File: src/rtl/pll_reconf_ctrl_pkg.sv
// rtl/pll_reconf_ctrl_pkg.sv - shared states, defaults and counter helper for the PLL reconfig sequencer
package pll_reconf_ctrl_pkg;

  localparam int SCAN_LEN_DEF      = 144;
  localparam int ROM_LATENCY_DEF   = 2;
  localparam int TIMEOUT_DEF       = 4095;
  localparam int ARESET_CYCLES_DEF = 16;
  localparam int CNT_W             = 12;

  typedef enum logic [2:0] {
    ST_IDLE        = 3'd0,
    ST_READ        = 3'd1,
    ST_WAIT_RECONF = 3'd2,
    ST_SHIFT       = 3'd3,
    ST_UPDATE      = 3'd4,
    ST_WAIT_DONE   = 3'd5,
    ST_PLL_RESET   = 3'd6,
    ST_WAIT_LOCK   = 3'd7
  } state_e;

  // Saturating increment: the wait counter must never wrap back to a small value
  function automatic logic [CNT_W-1:0] sat_inc(input logic [CNT_W-1:0] v);
    return (v == {CNT_W{1'b1}}) ? v : v + CNT_W'(1);
  endfunction

endpackage

File: src/rtl/pll_scan_shifter.sv
// rtl/pll_scan_shifter.sv - scan-chain buffer and scanclk/scandata generator with start/done handshake
module pll_scan_shifter
  import pll_reconf_ctrl_pkg::*;
#(
  parameter int SCAN_LEN = SCAN_LEN_DEF
) (
  input  logic       clock,
  input  logic       reset,
  input  logic       wr_en,
  input  logic [7:0] wr_addr,
  input  logic       wr_data,
  input  logic       start,
  output logic       done,
  output logic       scanclk,
  output logic       scanclkena,
  output logic       scandata
);

  localparam int PH_W  = $clog2(2 * SCAN_LEN);
  localparam int IDX_W = PH_W - 1;

  logic [SCAN_LEN-1:0] sbuf_q, sbuf_d;
  logic [PH_W-1:0]     phase_q, phase_d, ph_next;
  logic                active_q, active_d;
  logic                scanclk_q, scanclk_d;
  logic                scanclkena_q, scanclkena_d;
  logic                scandata_q, scandata_d;
  logic                done_q, done_d;

  // Buffer fill from the ROM read, then one scanclk half-period per clock while active.
  // New data is launched on the falling scanclk so it is stable for the PLL's rising sample.
  always_comb begin
    sbuf_d       = sbuf_q;
    phase_d      = phase_q;
    active_d     = active_q;
    scanclk_d    = scanclk_q;
    scanclkena_d = scanclkena_q;
    scandata_d   = scandata_q;
    done_d       = 1'b0;
    ph_next      = phase_q + PH_W'(1);
    if (wr_en) begin
      sbuf_d[wr_addr[IDX_W-1:0]] = wr_data;
    end
    if (!active_q) begin
      if (start) begin
        active_d     = 1'b1;
        phase_d      = '0;
        scanclk_d    = 1'b0;
        scanclkena_d = 1'b1;
        scandata_d   = sbuf_q[0];
      end
    end else if (phase_q == PH_W'(2 * SCAN_LEN - 1)) begin
      active_d     = 1'b0;
      scanclk_d    = 1'b0;
      scanclkena_d = 1'b0;
      scandata_d   = 1'b0;
      done_d       = 1'b1;
    end else begin
      phase_d   = ph_next;
      scanclk_d = ~scanclk_q;
      if (scanclk_q) begin
        scandata_d = sbuf_q[ph_next[PH_W-1:1]];
      end
    end
  end

  // State registers; reset returns the scan outputs low immediately
  always_ff @(posedge clock or posedge reset) begin
    if (reset) begin
      sbuf_q       <= '0;
      phase_q      <= '0;
      active_q     <= 1'b0;
      scanclk_q    <= 1'b0;
      scanclkena_q <= 1'b0;
      scandata_q   <= 1'b0;
      done_q       <= 1'b0;
    end else begin
      sbuf_q       <= sbuf_d;
      phase_q      <= phase_d;
      active_q     <= active_d;
      scanclk_q    <= scanclk_d;
      scanclkena_q <= scanclkena_d;
      scandata_q   <= scandata_d;
      done_q       <= done_d;
    end
  end

  assign done       = done_q;
  assign scanclk    = scanclk_q;
  assign scanclkena = scanclkena_q;
  assign scandata   = scandata_q;

endmodule

File: src/rtl/pll_reconf_ctrl.sv
// rtl/pll_reconf_ctrl.sv - PLL reconfig sequencer: ROM read, scan load, commit, PLL reset and lock wait
module pll_reconf_ctrl
  import pll_reconf_ctrl_pkg::*;
#(
  parameter int SCAN_LEN      = SCAN_LEN_DEF,
  parameter int ROM_LATENCY   = ROM_LATENCY_DEF,
  parameter int TIMEOUT       = TIMEOUT_DEF,
  parameter int ARESET_CYCLES = ARESET_CYCLES_DEF
) (
  input  logic       clock,
  input  logic       reset,
  input  logic       trigger_read,
  input  logic       q,
  input  logic       reconfig,
  output logic [7:0] address,
  output logic       read_ena,
  output logic       busy,
  output logic       scanclk,
  output logic       scanclkena,
  output logic       scandata,
  output logic       configupdate,
  input  logic       scandone,
  output logic       pll_areset,
  input  logic       pll_locked,
  output logic       error
);

  state_e           state_q, state_d;
  logic [CNT_W-1:0] cnt_q, cnt_d;
  logic [7:0]       address_q, address_d;
  logic             read_ena_q, read_ena_d;
  logic             configupdate_q, configupdate_d;
  logic             pll_areset_q, pll_areset_d;
  logic             error_q, error_d;
  logic             pending_q, pending_d;
  logic             rcfg_seen_q, rcfg_seen_d;
  logic             timeout_hit, shift_start, shift_done, wr_en;
  logic [7:0]       wr_addr;

  assign timeout_hit = (cnt_q >= CNT_W'(TIMEOUT - 1));
  assign wr_en       = (state_q == ST_READ) && (cnt_q >= CNT_W'(ROM_LATENCY));
  assign wr_addr     = 8'(cnt_q - CNT_W'(ROM_LATENCY));

  // Sequencer next state; a trigger while busy is remembered once and replayed from IDLE
  always_comb begin
    state_d        = state_q;
    address_d      = address_q;
    read_ena_d     = 1'b0;
    configupdate_d = 1'b0;
    pll_areset_d   = 1'b0;
    error_d        = 1'b0;
    pending_d      = pending_q | (trigger_read & (state_q != ST_IDLE));
    rcfg_seen_d    = rcfg_seen_q;
    case (state_q)
      ST_IDLE: begin
        if (trigger_read || pending_q) begin
          state_d     = ST_READ;
          address_d   = '0;
          read_ena_d  = 1'b1;
          pending_d   = 1'b0;
          rcfg_seen_d = 1'b0;
        end
      end
      ST_READ: begin
        if (reconfig) rcfg_seen_d = 1'b1;
        if (cnt_q < CNT_W'(SCAN_LEN - 1)) begin
          address_d  = address_q + 8'd1;
          read_ena_d = 1'b1;
        end
        if (cnt_q == CNT_W'(SCAN_LEN + ROM_LATENCY - 1)) state_d = ST_WAIT_RECONF;
      end
      ST_WAIT_RECONF: begin
        if (reconfig || rcfg_seen_q) begin
          state_d     = ST_SHIFT;
          rcfg_seen_d = 1'b0;
        end else if (timeout_hit) begin
          state_d = ST_IDLE;
          error_d = 1'b1;
        end
      end
      ST_SHIFT: begin
        if (shift_done) begin
          state_d        = ST_UPDATE;
          configupdate_d = 1'b1;
        end
      end
      ST_UPDATE: state_d = ST_WAIT_DONE;
      ST_WAIT_DONE: begin
        if (scandone) begin
          state_d      = ST_PLL_RESET;
          pll_areset_d = 1'b1;
        end else if (timeout_hit) begin
          state_d = ST_IDLE;
          error_d = 1'b1;
        end
      end
      ST_PLL_RESET: begin
        if (cnt_q == CNT_W'(ARESET_CYCLES - 1)) state_d = ST_WAIT_LOCK;
        else pll_areset_d = 1'b1;
      end
      ST_WAIT_LOCK: begin
        if (pll_locked) begin
          state_d = ST_IDLE;
        end else if (timeout_hit) begin
          state_d = ST_IDLE;
          error_d = 1'b1;
        end
      end
      default: state_d = ST_IDLE;
    endcase
    cnt_d       = (state_d != state_q) ? '0 : sat_inc(cnt_q);
    shift_start = (state_q == ST_WAIT_RECONF) && (state_d == ST_SHIFT);
  end

  // Sequencer registers and registered outputs
  always_ff @(posedge clock or posedge reset) begin
    if (reset) begin
      state_q        <= ST_IDLE;
      cnt_q          <= '0;
      address_q      <= '0;
      read_ena_q     <= 1'b0;
      configupdate_q <= 1'b0;
      pll_areset_q   <= 1'b0;
      error_q        <= 1'b0;
      pending_q      <= 1'b0;
      rcfg_seen_q    <= 1'b0;
    end else begin
      state_q        <= state_d;
      cnt_q          <= cnt_d;
      address_q      <= address_d;
      read_ena_q     <= read_ena_d;
      configupdate_q <= configupdate_d;
      pll_areset_q   <= pll_areset_d;
      error_q        <= error_d;
      pending_q      <= pending_d;
      rcfg_seen_q    <= rcfg_seen_d;
    end
  end

  pll_scan_shifter #(.SCAN_LEN(SCAN_LEN)) u_shifter (
    .clock      (clock),
    .reset      (reset),
    .wr_en      (wr_en),
    .wr_addr    (wr_addr),
    .wr_data    (q),
    .start      (shift_start),
    .done       (shift_done),
    .scanclk    (scanclk),
    .scanclkena (scanclkena),
    .scandata   (scandata)
  );

  assign address      = address_q;
  assign read_ena     = read_ena_q;
  assign busy         = (state_q != ST_IDLE);
  assign configupdate = configupdate_q;
  assign pll_areset   = pll_areset_q;
  assign error        = error_q;

endmodule

File: config.mk
export PLATFORM = sky130hd
export DESIGN_NAME = pll_reconf_ctrl
export DESIGN_NICKNAME = d
export VERILOG_FILES = /design/src/rtl/pll_reconf_ctrl_pkg.sv /design/src/rtl/pll_scan_shifter.sv /design/src/rtl/pll_reconf_ctrl.sv
export SDC_FILE = /design/constraint.sdc
export NUM_CORES = 1
export LEC_CHECK = 0
export BUFFER_PORTS_ARGS = -buffer_cell sky130_fd_sc_hd__buf_2
export CAP_MARGIN = 20
export CORE_ASPECT_RATIO = 1.75
export CORE_UTILIZATION = 30
export CTS_BUF_LIST = sky130_fd_sc_hd__clkbuf_8
export DETAILED_ROUTE_END_ITERATION = 7
export PLACE_DENSITY = 0.47
export SLEW_MARGIN = 25
export SYNTH_ARGS = -nofsm -noshare
export SYNTH_HDL_FRONTEND = slang
export SYNTH_SLANG_ARGS = --single-unit
File: constraint.sdc
create_clock -name clock -period 12.15 [get_ports clock]
set_clock_uncertainty 0.15 [all_clocks]
set_input_delay 0.6075 -clock clock [delete_from_list [all_inputs] [get_ports clock]]
set_output_delay 0.6075 -clock clock [all_outputs]
set_load 0.005 [all_outputs]
### Yosys cells after proc, flatten, opt, wreduce, memory -nomap -nowiden

Index checks and enable logic that the tools add are counted.
W data, S select, Z words.

| cells by class | value |
|---|---|
| add/sub/neg operators | 4 |
| multiply operators | 0 |
| div/mod/pow operators | 0 |
| order comparisons | 6 |
| equality and inequality tests | 21 |
| shifts and indexed selects | 0 |
| mux-type cells | 56 |
| bitwise logic cells | 3 |
| reduce and logical (&&, ||, !) cells | 15 |

Operators by type and width:

| kind | count |
|---|---|
| $bwmux W144 | 1 |
| $mux W1 | 32 |
| $mux W9 | 3 |
| $mux W12 | 2 |
| $mux W3 | 8 |
| $pmux W3 S8 | 1 |
| $lt A8 B9 Y1 const B | 2 |
| $mux W8 | 2 |
| $pmux W8 S2 | 1 |
| $add A12 B1 Y12 const B | 1 |
| $eq A12 B12 Y1 const B | 1 |
| $eq A12 B4 Y1 const B | 1 |
| $eq A12 B8 Y1 const B | 1 |
| $eq A3 B3 Y1 const B | 4 |
| $ge A12 B12 Y1 const B | 1 |
| $ge A12 B2 Y1 const B | 1 |
| $lt A12 B8 Y1 const B | 1 |
| $ne A2 B2 Y1 const B | 6 |
| $add A9 B1 Y9 const B | 1 |
| $eq A3 B2 Y1 const B | 3 |
| $eq A9 B9 Y1 const B | 1 |
| $add A8 B1 Y8 const B | 1 |
| $bmux W1 S8 | 1 |
| $demux W1 S8 | 1 |
| other kinds (19) | 28 |

| storage, ports and cells | value |
|---|---|
| register bits | 187 |
| latch bits | 0 |
| RAM bits | 0 |
| bits in read-only memories | 0 |
| bits of input ports | 7 |
| output and inout bits | 16 |
| memories kept | 0 |

### Logic depth before layout (Yosys ltp)

Gate-level depths: netlist (run 1).

| logic depth | value |
|---|---|
| word-level depth | 8 |
| mapped depth | 11 |

### Hierarchy

Synthesis (run 1) repeated with hierarchy kept, for this count alone.

| unflattened totals | value |
|---|---|
| cell total of the unflattened synthesis | 905 |
| area total of the unflattened synthesis | 10248.6 um2 |

By module, submodules not included:

| module | times used | cells an instance | area each (um2) |
|---|---|---|---|
| pll_scan_shifter | 1 | 703 | 8257.9 |
| pll_reconf_ctrl | 1 | 202 | 1990.7 |

### Least setup slack after synthesis (run 1)

OpenSTA, ideal clock, no wires.

| path | value |
|---|---|
| kind | flip-flop to flip-flop |
| start | register u_shifter.phase_q[0] |
| end | register u_shifter.scandata_q (netlist: u_shifter.scandata) |
| library setup time | 0.136 ns |
| arrival | 2.738 ns |
| required time | 11.864 ns |
| setup slack | 9.125 ns |
| cell stages (with the launch flop) | 9 |
| buffers on the path | 3 |
| cells stage by stage | dfrtp_1 > ha_1 > buf_4 > buf_2 > buf_2 > mux4_2 > mux4_2 > a41oi_1 > a31oi_1 |

| on the way | value |
|---|---|
| word-level cells in the longest chain between the ends | 6 |
| elaborated cells between the ends (all ways) | 9 |
| classes of those cells | add/sub: 1; eq/ne: 2; mux: 5; reduce/logical: 1 |

RTL lines:

| element | line | source |
|---|---|---|
| start, declared | pll_scan_shifter.sv:23 | `logic [PH_W-1:0] phase_q, phase_d, ph_next;` |
| start signal, assigned | pll_scan_shifter.sv:79 | `phase_q <= phase_d;` |
| $add A9 B1 Y9 | pll_scan_shifter.sv:40 | `ph_next = phase_q + PH_W'(1);` |
| $bmux W1 S8 | pll_scan_shifter.sv:62 | `scandata_d = sbuf_q[ph_next[PH_W-1:1]];` |
| $mux W1 (implied by the code) | pll_scan_shifter.sv:62 |  |
| $mux W1 | pll_scan_shifter.sv:61 | `if (scanclk_q) begin` |
| $mux W1 | pll_scan_shifter.sv:52 | `end else if (phase_q == PH_W'(2 * SCAN_LEN - 1)) begin` |
| $mux W1 | pll_scan_shifter.sv:44 | `if (!active_q) begin` |
| end signal, assigned | pll_scan_shifter.sv:83 | `scandata_q <= scandata_d;` |
| end, declared | pll_scan_shifter.sv:27 | `logic scandata_q, scandata_d;` |

Parallel ways exist; a longest one is shown, timed or not. The select of a mux whose other input is x is not followed.
A chain may end at the register's enable or synchronous reset.

### Worst setup path after layout (run 1)

Same ends and word-level chain as after synthesis.

==> metrics.md, run 1 <==
| Metric | Value |
|---|---|
| Status | finished clean |
| Max-cap violation count | 0 |
| Tmin final | 3.30 ns |
| # fillers | 3215 |
| Root Buffer | clkbuf_8 |
| Adder-cell share of the synthesized area | 1.13% |
| Global Route Usage Sum | 15.8% |
| Largest net degree at the start of global routing | 122 |
| Final Setup Violations | 0 |
| Compound-Gate Fraction of Synth Area | 4.94% |
| Area growth from synthesis to layout | 8.85% |
| Pwr Density | 167 mW/mm2 |
| Total Power | 1.81 mW |
| Gr busiest metal | met2 |
| RSZ-0062 raised after global routing | no |
| Die area | 0.0339 mm2 |
| DRC viols | 0 |
| Max-slew violations | 0 |
| Part of the cycle the worst path needs | 27.1% |
| Post-DP HPWL | 16500 um |
| Measured slew at the worst slew-check pin | 1.09 ns |
| Setup crit start kind | register |
| Grt ovf | 0 |
| Hold crit path type | in2async |
| YS warnings | 0 |
| I/O Buffers | 22 |
| ANT nets after route | 0 |
| Clock Latency Late Sink | 0.50 ns |
| CP Class | reg2reg |
| First-pass DRT Iterations | 4 |
| First-pass GRT wire length | 40900 um |
| Largest family of logic cells by synthesized area | multiplexers |
| CTS tree | yes |
| Post-CTS setup buffer count | 0 |
| Pleak | 4.71 nW |
| Most common cell after layout, fill and taps aside | dfrtp_1 |
| Crit end category | register |
| Num CTS Buffers | 17 |
| Post_cts resized | 0 |
| Met2 Use GR | 29.8% |
| Per-cell routed wire length | 19.5 um |
| Routing usage on met1 | 17.7% |
| Ys flop type | dfrtp_1 |
| Peak Freq | 303 MHz |
| Clock tree buffer depth | 2 |
| Sequential area share after synthesis | 47.0% |
| Worst vdd ir | 0.000113 V |
| Slew headroom | 26.6% |
| Post-synth EDFFs | 0 |
| Routability Congestion | 0.761 |
| #FFs+latches synth | 187 |
| I/O pin cnt | 23 |
| XOR/XNOR Fraction of Synth Area | 2.79% |
| Vias | 6577 |
| Worst EP arrival | 3.52 ns |
| Core ar. | 0.0324 mm2 |
| Syn nets | 912 |
| Mux cell area share after synthesis | 25.7% |
| Clk pin slew, worst setup/hold paths | 0.09 ns |
| Die Y | 243 um |
| Cell Area, Synth | 0.00995 mm2 |
| Starting Density | 30.7% |
| FP Rows | 87 |
| Vias per cell | 5.07 |
| H-tree levels | 4 |
| Fin Setup TNS | 0 ns |
| Number of global-route vias before repair | 6892 |
| Synth async-reset ratio | 100% |
| Final wirelength | 25300 um |
| Initial antenna violation count | 1 |
| Synth Area per Inst | 11.1 um2 |
| Die W | 140 um |
| Most frequent cells in the layout | 187 x dfrtp_1, 175 x nor2_1, 126 x mux2_2, 56 x nand2_1, 35 x nand3_1 |
| Yosys cell types | 57 |
| Met3 usage | 2.82% |
| Cts hold-fix bufs | 0 |
| CTS Sinks | 187 |
| Endpoints failing hold | 0 |
| Crit-path max FO | 36 |
| Cells after synthesis | 896 |
| Worst EP required | 12.38 ns |
| Post-layout net count | 900 |
| Layout cells sized above 1 | 25.4% |
| DR iter-0 viols | 369 |
| Post-Synth Simple-Gate Area | 15.2% |
worst max-delay path, cell delays in order (launching register included):
cell and delay (ns):
dfrtp_1 0.43, ha_2 0.34, buf_4 0.56, mux4_1 0.64
mux4_1 0.56, o22ai_1 0.20, or4_1 0.15, a31oi_1 0.08
logic make-up after synthesis:
| kind of cell | count (synthesis) |
|---|---|
| buffers and inverters | 75 |
| flip-flops | 187 |
| AO/OA/AOI/OAI | 73 |
| AND/OR/NAND/NOR | 336 |
| adder cells (fa/ha/maj) | 9 |
| multiplexers | 186 |
| XOR/XNOR | 30 |
sequential cells by signal, indices dropped and copies added (netlist names), 3 cells and up:
register,cells
u_shifter.sbuf_q,144
cnt_q,12
u_shifter.phase_q,9
address,8
state_q,3
area by class of cell:
class	instances	area (um2)	area share [%]
Antenna cell	1	2.50	0.0231
Clock buffer	20	275	2.54
Clock inverter	10	164	1.51
Inverter	13	56.3	0.520
Multi-Input combinational cell	634	4970	45.9
Sequential cell	187	4680	43.2
Tap cell	400	500	4.62
Timing Repair Buffer	31	184	1.70
routing by layer:
metal | vias up | part of all wire (%)
li1 | 3134 | -
met1 | 3327 | 41
met2 | 91 | 55
met3 | 25 | 2.2
met4 | 0 | 1.9
met5 | - | 0
power by group:
part           internal, mW  total, mW  switching (mW)
clock network         0.239      0.471           0.232
logic                 0.236      0.603           0.368
registers             0.666      0.738          0.0716
total                  1.14       1.81           0.671
cell usage after synthesis, drive strengths merged, types with 2 or more instances:
master | instances | area, um2
a21oi | 18 | 90.1
a22oi | 5 | 37.5
a311oi | 2 | 17.5
a31oi | 5 | 31.3
a41oi | 2 | 17.5
and2 | 6 | 37.5
and3 | 8 | 50.1
and4 | 4 | 35.0
buf | 18 | 101
clkbuf | 44 | 165
dfrtp | 187 | 4680
ha | 9 | 113
inv | 13 | 48.8
mux2 | 145 | 1630
mux2i | 2 | 20.0
mux4 | 39 | 908
nand2 | 56 | 210
nand2b | 9 | 56.3
nand3 | 35 | 175
nand3b | 3 | 22.5
nand4 | 11 | 68.8
nor2 | 175 | 657
nor2b | 5 | 31.3
nor3 | 9 | 50.1
nor3b | 4 | 30.0
nor4b | 3 | 32.5
o211ai | 2 | 15.0
o21a | 2 | 15.0
o21ai | 16 | 80.1
o22ai | 6 | 37.5
o31ai | 2 | 15.0
o41ai | 3 | 26.3
or3 | 4 | 25.0
or4 | 2 | 15.0
xnor2 | 12 | 113
xor2 | 18 | 165
path summary, 6_finish.rpt:
path,startpoint,end,slack (ns),cells after the start
max in group asynchronous,reset,u_shifter.sbuf_q[6]$_DFFE_PP0P_,10.24,3
setup reg to reg,u_shifter.phase_q[0]$_DFFE_PP0P_,u_shifter.scandata$_DFFE_PP0P_,8.85,7
min in group clock,trigger_read,pending_q$_DFF_PP0_,0.20,2
hold reg to reg,u_shifter.sbuf_q[32]$_DFFE_PP0P_,u_shifter.sbuf_q[32]$_DFFE_PP0P_,0.34,1
hold / removal,reset,cnt_q[5]$_DFFE_PP0P_,0.1,2
setup / recovery,u_shifter.phase_q[0]$_DFFE_PP0P_,u_shifter.scandata$_DFFE_PP0P_,8.85,7
per-stage QoR:
| stage | hold slack, ns | cells | instance area, um2 | setup slack (ns) | utilization [%] |
|---|---|---|---|---|---|
| 5_1_grt | 0.149 | 1296 | 10800 | 8.64 | 33.4 |
| 3_5_place_dp | 0.322 | 1265 | 10400 | 8.81 | 32.0 |
| 4_1_cts | 0.143 | 1295 | 10800 | 8.80 | 33.4 |
| 6_report | 0.0953 | 1296 | 10800 | 8.85 | 33.4 |
| 2_1_floorplan | 0.299 | 896 | 9950 | 6.31 | - |
| 3_3_place_gp | 0.314 | 1265 | 10400 | 8.82 | 32.0 |
Power figures use the tool's default switching activity.
==> run 2: changes to the inputs <==
--- a/config.mk
+++ b/config.mk
@@ -5,13 +5,14 @@
 export SDC_FILE = /design/constraint.sdc
 export NUM_CORES = 1
 export LEC_CHECK = 0
+export ABC_AREA = 1
 export BUFFER_PORTS_ARGS = -buffer_cell sky130_fd_sc_hd__buf_2
 export CAP_MARGIN = 20
 export CORE_ASPECT_RATIO = 1.75
 export CORE_UTILIZATION = 30
 export CTS_BUF_LIST = sky130_fd_sc_hd__clkbuf_8
 export DETAILED_ROUTE_END_ITERATION = 7
-export PLACE_DENSITY = 0.47
+export PLACE_DENSITY = 0.49
 export SLEW_MARGIN = 25
 export SYNTH_ARGS = -nofsm -noshare
 export SYNTH_HDL_FRONTEND = slang
==> constraint.sdc (replaced) <==
create_clock -name clock -period 2.8 [get_ports clock]
set_clock_uncertainty 0.15 [all_clocks]
set_input_delay 0.14 -clock clock [delete_from_list [all_inputs] [get_ports clock]]
set_output_delay 0.14 -clock clock [all_outputs]
set_load 0.005 [all_outputs]
==> run 2 against run 1 <==
  * The flow now finishes with violations (DRC)
  * Sequential share of layout area is 1.1 points lower
  * Non-clock buffer count is 43 higher
  * Via count is 33% higher
  * Wire length is 23% higher
  * Maximum frequency is 28% higher
  * Core utilization is 1.1 points higher
  * Clock power grew to 4.1 times the previous value
  * Register-to-register slack worse by 8.6 ns
  * Critical endpoint unchanged
  * Largest power group unchanged
==> metrics.md, run 2 <==
| Metric | Value |
|---|---|
| Min Hold Slack | 0.163 ns (+0.0681 ns) |
| Cell Area, Synth | 0.00981 mm2 (-1.4%) |
| Worst slack, placed | 0.101 ns (-8.71 ns) |
| Worst Reg2Reg Path Length in Cells | 13 (+6) |
| Antenna Cells | 0 (-1) |
| Grt ovf | 0 (unchanged) |
| Met3 WL | 993 um (+79%) |
| Core ar. | 0.0322 mm2 (-0.67%) |
| Tmin final | 2.57 ns (-0.725 ns) |
| CTS Sinks | 187 (unchanged) |
| Max Used Layer | met4 |
| Routed metal-1 wirelength | 12100 um (+16%) |
| Largest family of logic cells by synthesized area | compound AO/OA/AOI/OAI gates |
| Synth area leaders | dfrtp_1 48%, a31oi_1 9.2%, a21oi_1 8.0%, nand2_1 7.3%, nor2_1 5.1% |
| Ys flop type | dfrtp_1 |
| Synth Area per Inst | 8.01 um2 (-28%) |
| Num CTS Buffers | 17 (unchanged) |
| Clk pin slew, worst setup/hold paths | 0.10 ns (about the same) |
| Slew headroom | 49.9% (+23 points) |
| Post-DP HPWL | 19700 um (+20%) |
| Vias | 8772 (+33%) |
| Syn nets | 1241 (+36%) |
| Global Route Usage Sum | 19.1% (+3.3 points) |
| Most frequent cells in the layout | 190 x nand2_1, 187 x dfrtp_1, 156 x a21oi_1, 144 x a31oi_1, 133 x nor2_1 |
| Pwr Density | 541 mW/mm2 (+220%) |
| Fin cells | 1645 (+27%) |
| Final WS setup | 0.226 ns (-8.63 ns) |
| # placed instances | 1605 (+27%) |
| Peak Freq | 389 MHz (+28%) |
| CP Class | reg2reg |
| I/O pin cnt | 23 (unchanged) |
| Initial antenna violation count | 0 (-1) |
| Die Y | 241 um (-0.70%) |
| Final wirelength | 31200 um (+23%) |
| Worst EP arrival | 2.85 ns (-0.67 ns) |
| Largest net degree at the start of global routing | 73 (-40%) |
| Cells after synthesis | 1225 (+37%) |
| Max-cap violation count | 0 (unchanged) |
| Part of the cycle the worst path needs | 91.9% (+65 points) |
| Post-layout net count | 1248 (+39%) |
| Most common cell after layout, fill and taps aside | nand2_1 |
| Worst EP required | 3.08 ns (-9.30 ns) |
| Root Buffer | clkbuf_8 |
| Sequential area share after synthesis | 47.7% (+0.67 points) |
| Max reg flops | 144 (unchanged) |
| Failing checks | DRC |
| First-pass DRT Iterations | 8 (+4) |
| YS warnings | 0 (unchanged) |
| H-tree levels | 4 (unchanged) |
| I/O Buffers | 22 (unchanged) |
| Hold crit path type | in2async |
| Biggest regs | u_shifter.sbuf_q (144), cnt_q (12), u_shifter.phase_q (9) |
| First-pass GRT wire length | 48700 um (+19%) |
| Post-synth EDFFs | 0 (unchanged) |
| DR WL met2 | 17000 um (+23%) |
| Status | complete, but fails checks |
| Routability Congestion | 0.849 (+11%) |
| Clock tree buffer depth | 2 (unchanged) |
| Crit-path max FO | 37 (+2.8%) |
| Pleak | 4.57 nW (-3.1%) |
| # fillers | 3383 (+5.2%) |
| XOR/XNOR Fraction of Synth Area | 1.15% (-1.6 points) |
| Synth async-reset ratio | 100% (unchanged) |
| Largest Register | u_shifter.sbuf_q |
| Commonest cells in the synthesized netlist | 190 x nand2_1, 187 x dfrtp_1, 157 x a21oi_1 |
| Adder-cell share of the synthesized area | 1.15% (+0.016 points) |
| Most instantiated library cell after synthesis | nand2_1 |
| Post-route cell area | 0.0111 mm2 (+2.7%) |
| Worst vdd ir | 0.000253 V (+120%) |
| #FFs+latches synth | 187 (unchanged) |
| Layout cells sized above 1 | 11.6% (-14 points) |
| Max-slew violations | 0 (unchanged) |
| Synth top area share | 47.7% (+0.67 points) |
| Vias per cell | 5.33 (+5.1%) |
| Final Setup Violations | 0 (unchanged) |
| DR iter-0 viols | 704 (+91%) |
| Compound-Gate Fraction of Synth Area | 22.1% (+17 points) |
| Endpoints failing hold | 0 (unchanged) |
| Synth area leader | dfrtp_1 |
| Starting Density | 30.4% (-0.23 points) |
| Per-cell routed wire length | 18.9 um (-2.8%) |
| Clock Latency Late Sink | 0.51 ns (about the same) |
| Area growth from synthesis to layout | 13.4% |
| CTS tree | yes |
| Setup crit start kind | register |
| Measured slew at the worst slew-check pin | 0.750 ns (-0.345 ns) |
| Number of global-route vias before repair | 8561 (+24%) |
| Yosys cell types | 36 (-37%) |
| Crit end category | register |
| Post-DP Area | 0.0106 mm2 (+2.0%) |
| DRC viols | 6 (+6) |
| Mux cell area share after synthesis | 0% (-26 points) |
| ANT nets after route | 0 (unchanged) |
| Die W | 139 um (-0.70%) |
| Die area | 0.0335 mm2 (-1.4%) |
| Post-Synth Simple-Gate Area | 20.3% (+5.1 points) |
| FP Rows | 87 (unchanged) |
==> run 2: per-layer routing <==
| metal | global-route usage (%) | vias up |
|---|---|---|
| li1 | - | 4223 |
| met3 | 2.57 | 54 |
| met4 | 8.82 | 0 |
| met1 | 21.0 | 4297 |
| met2 | 36.4 | 198 |
| met5 | 0 | - |
==> run 2: cell type report <==
cell class	instances	area (um2)	share of cell area, %
Clock buffer	21	289	2.60
Tap cell	400	500	4.50
Clock inverter	11	119	1.07
Timing Repair Buffer	74	793	7.13
Inverter	86	335	3.01
Multi-Input combinational cell	866	4410	39.6
Sequential cell	187	4680	42.1
==> run 2: cells by family after synthesis <==
group,Yosys count
fa+ha+maj,9
simple gates,458
xor+xnor,12
compound gates,387
flops,187
buf+inv,172
==> run 2: per-stage QoR <==
| step | setup TNS (ns) | utilization (%) | total power [mW] |
|---|---|---|---|
| 2_1_floorplan | 0 | - | 3.72 |
| 3_3_place_gp | 0 | 32.9 | 4.14 |
| 3_5_place_dp | 0 | 32.9 | 4.14 |
| 4_1_cts | 0 | 34.4 | 6.10 |
| 5_1_grt | -0.0102 | 34.5 | 6.32 |
| 6_report | 0 | 34.5 | 6.02 |
==> run 2: what timing repair did <==
item,in CTS,in global routing
setup buffers,0,0
resized for setup,0,7
setup endpoints to repair,0,13
hold buffers,7,0
hold endpoints to repair,38,0
==> run 2: report_power, final <==
part           internal (mW)  switching [mW]  total [mW]
clock                  0.884            1.03        1.91
combinational          0.373           0.868        1.24
sequential              2.79          0.0725        2.87
total                   4.05            1.97        6.02
==> run 2: critical path, cell delays in order, from the launching register on <==
cell and delay, ns:
dfrtp_1 0.46, ha_4 0.31, inv_4 0.16, buf_12 0.24
nor2_1 0.09, o21ai_0 0.20, nand3_1 0.14, nand3_1 0.16
a21oi_1 0.08, nor2_1 0.10, nand2_1 0.07, nand3_1 0.08
nand2_1 0.10, a21oi_1 0.14
==> run 2: path summary, 6_finish.rpt <==
kind / slack (ns) / end / start
worst max register to register: 0.23 / u_shifter.scandata$_DFFE_PP0P_ / u_shifter.phase_q[0]$_DFFE_PP0P_
worst min register to register: 0.35 / rcfg_seen_q$_DFFE_PP0P_ / rcfg_seen_q$_DFFE_PP0P_
worst max-delay path: 0.23 / u_shifter.scandata$_DFFE_PP0P_ / u_shifter.phase_q[0]$_DFFE_PP0P_
max in group asynchronous: 1.61 / u_shifter.sbuf_q[72]$_DFFE_PP0P_ / reset
min in group clock: 0.31 / pll_areset$_DFF_PP0_ / scandone
worst min-delay path: 0.16 / u_shifter.phase_q[8]$_DFFE_PP0P_ / reset
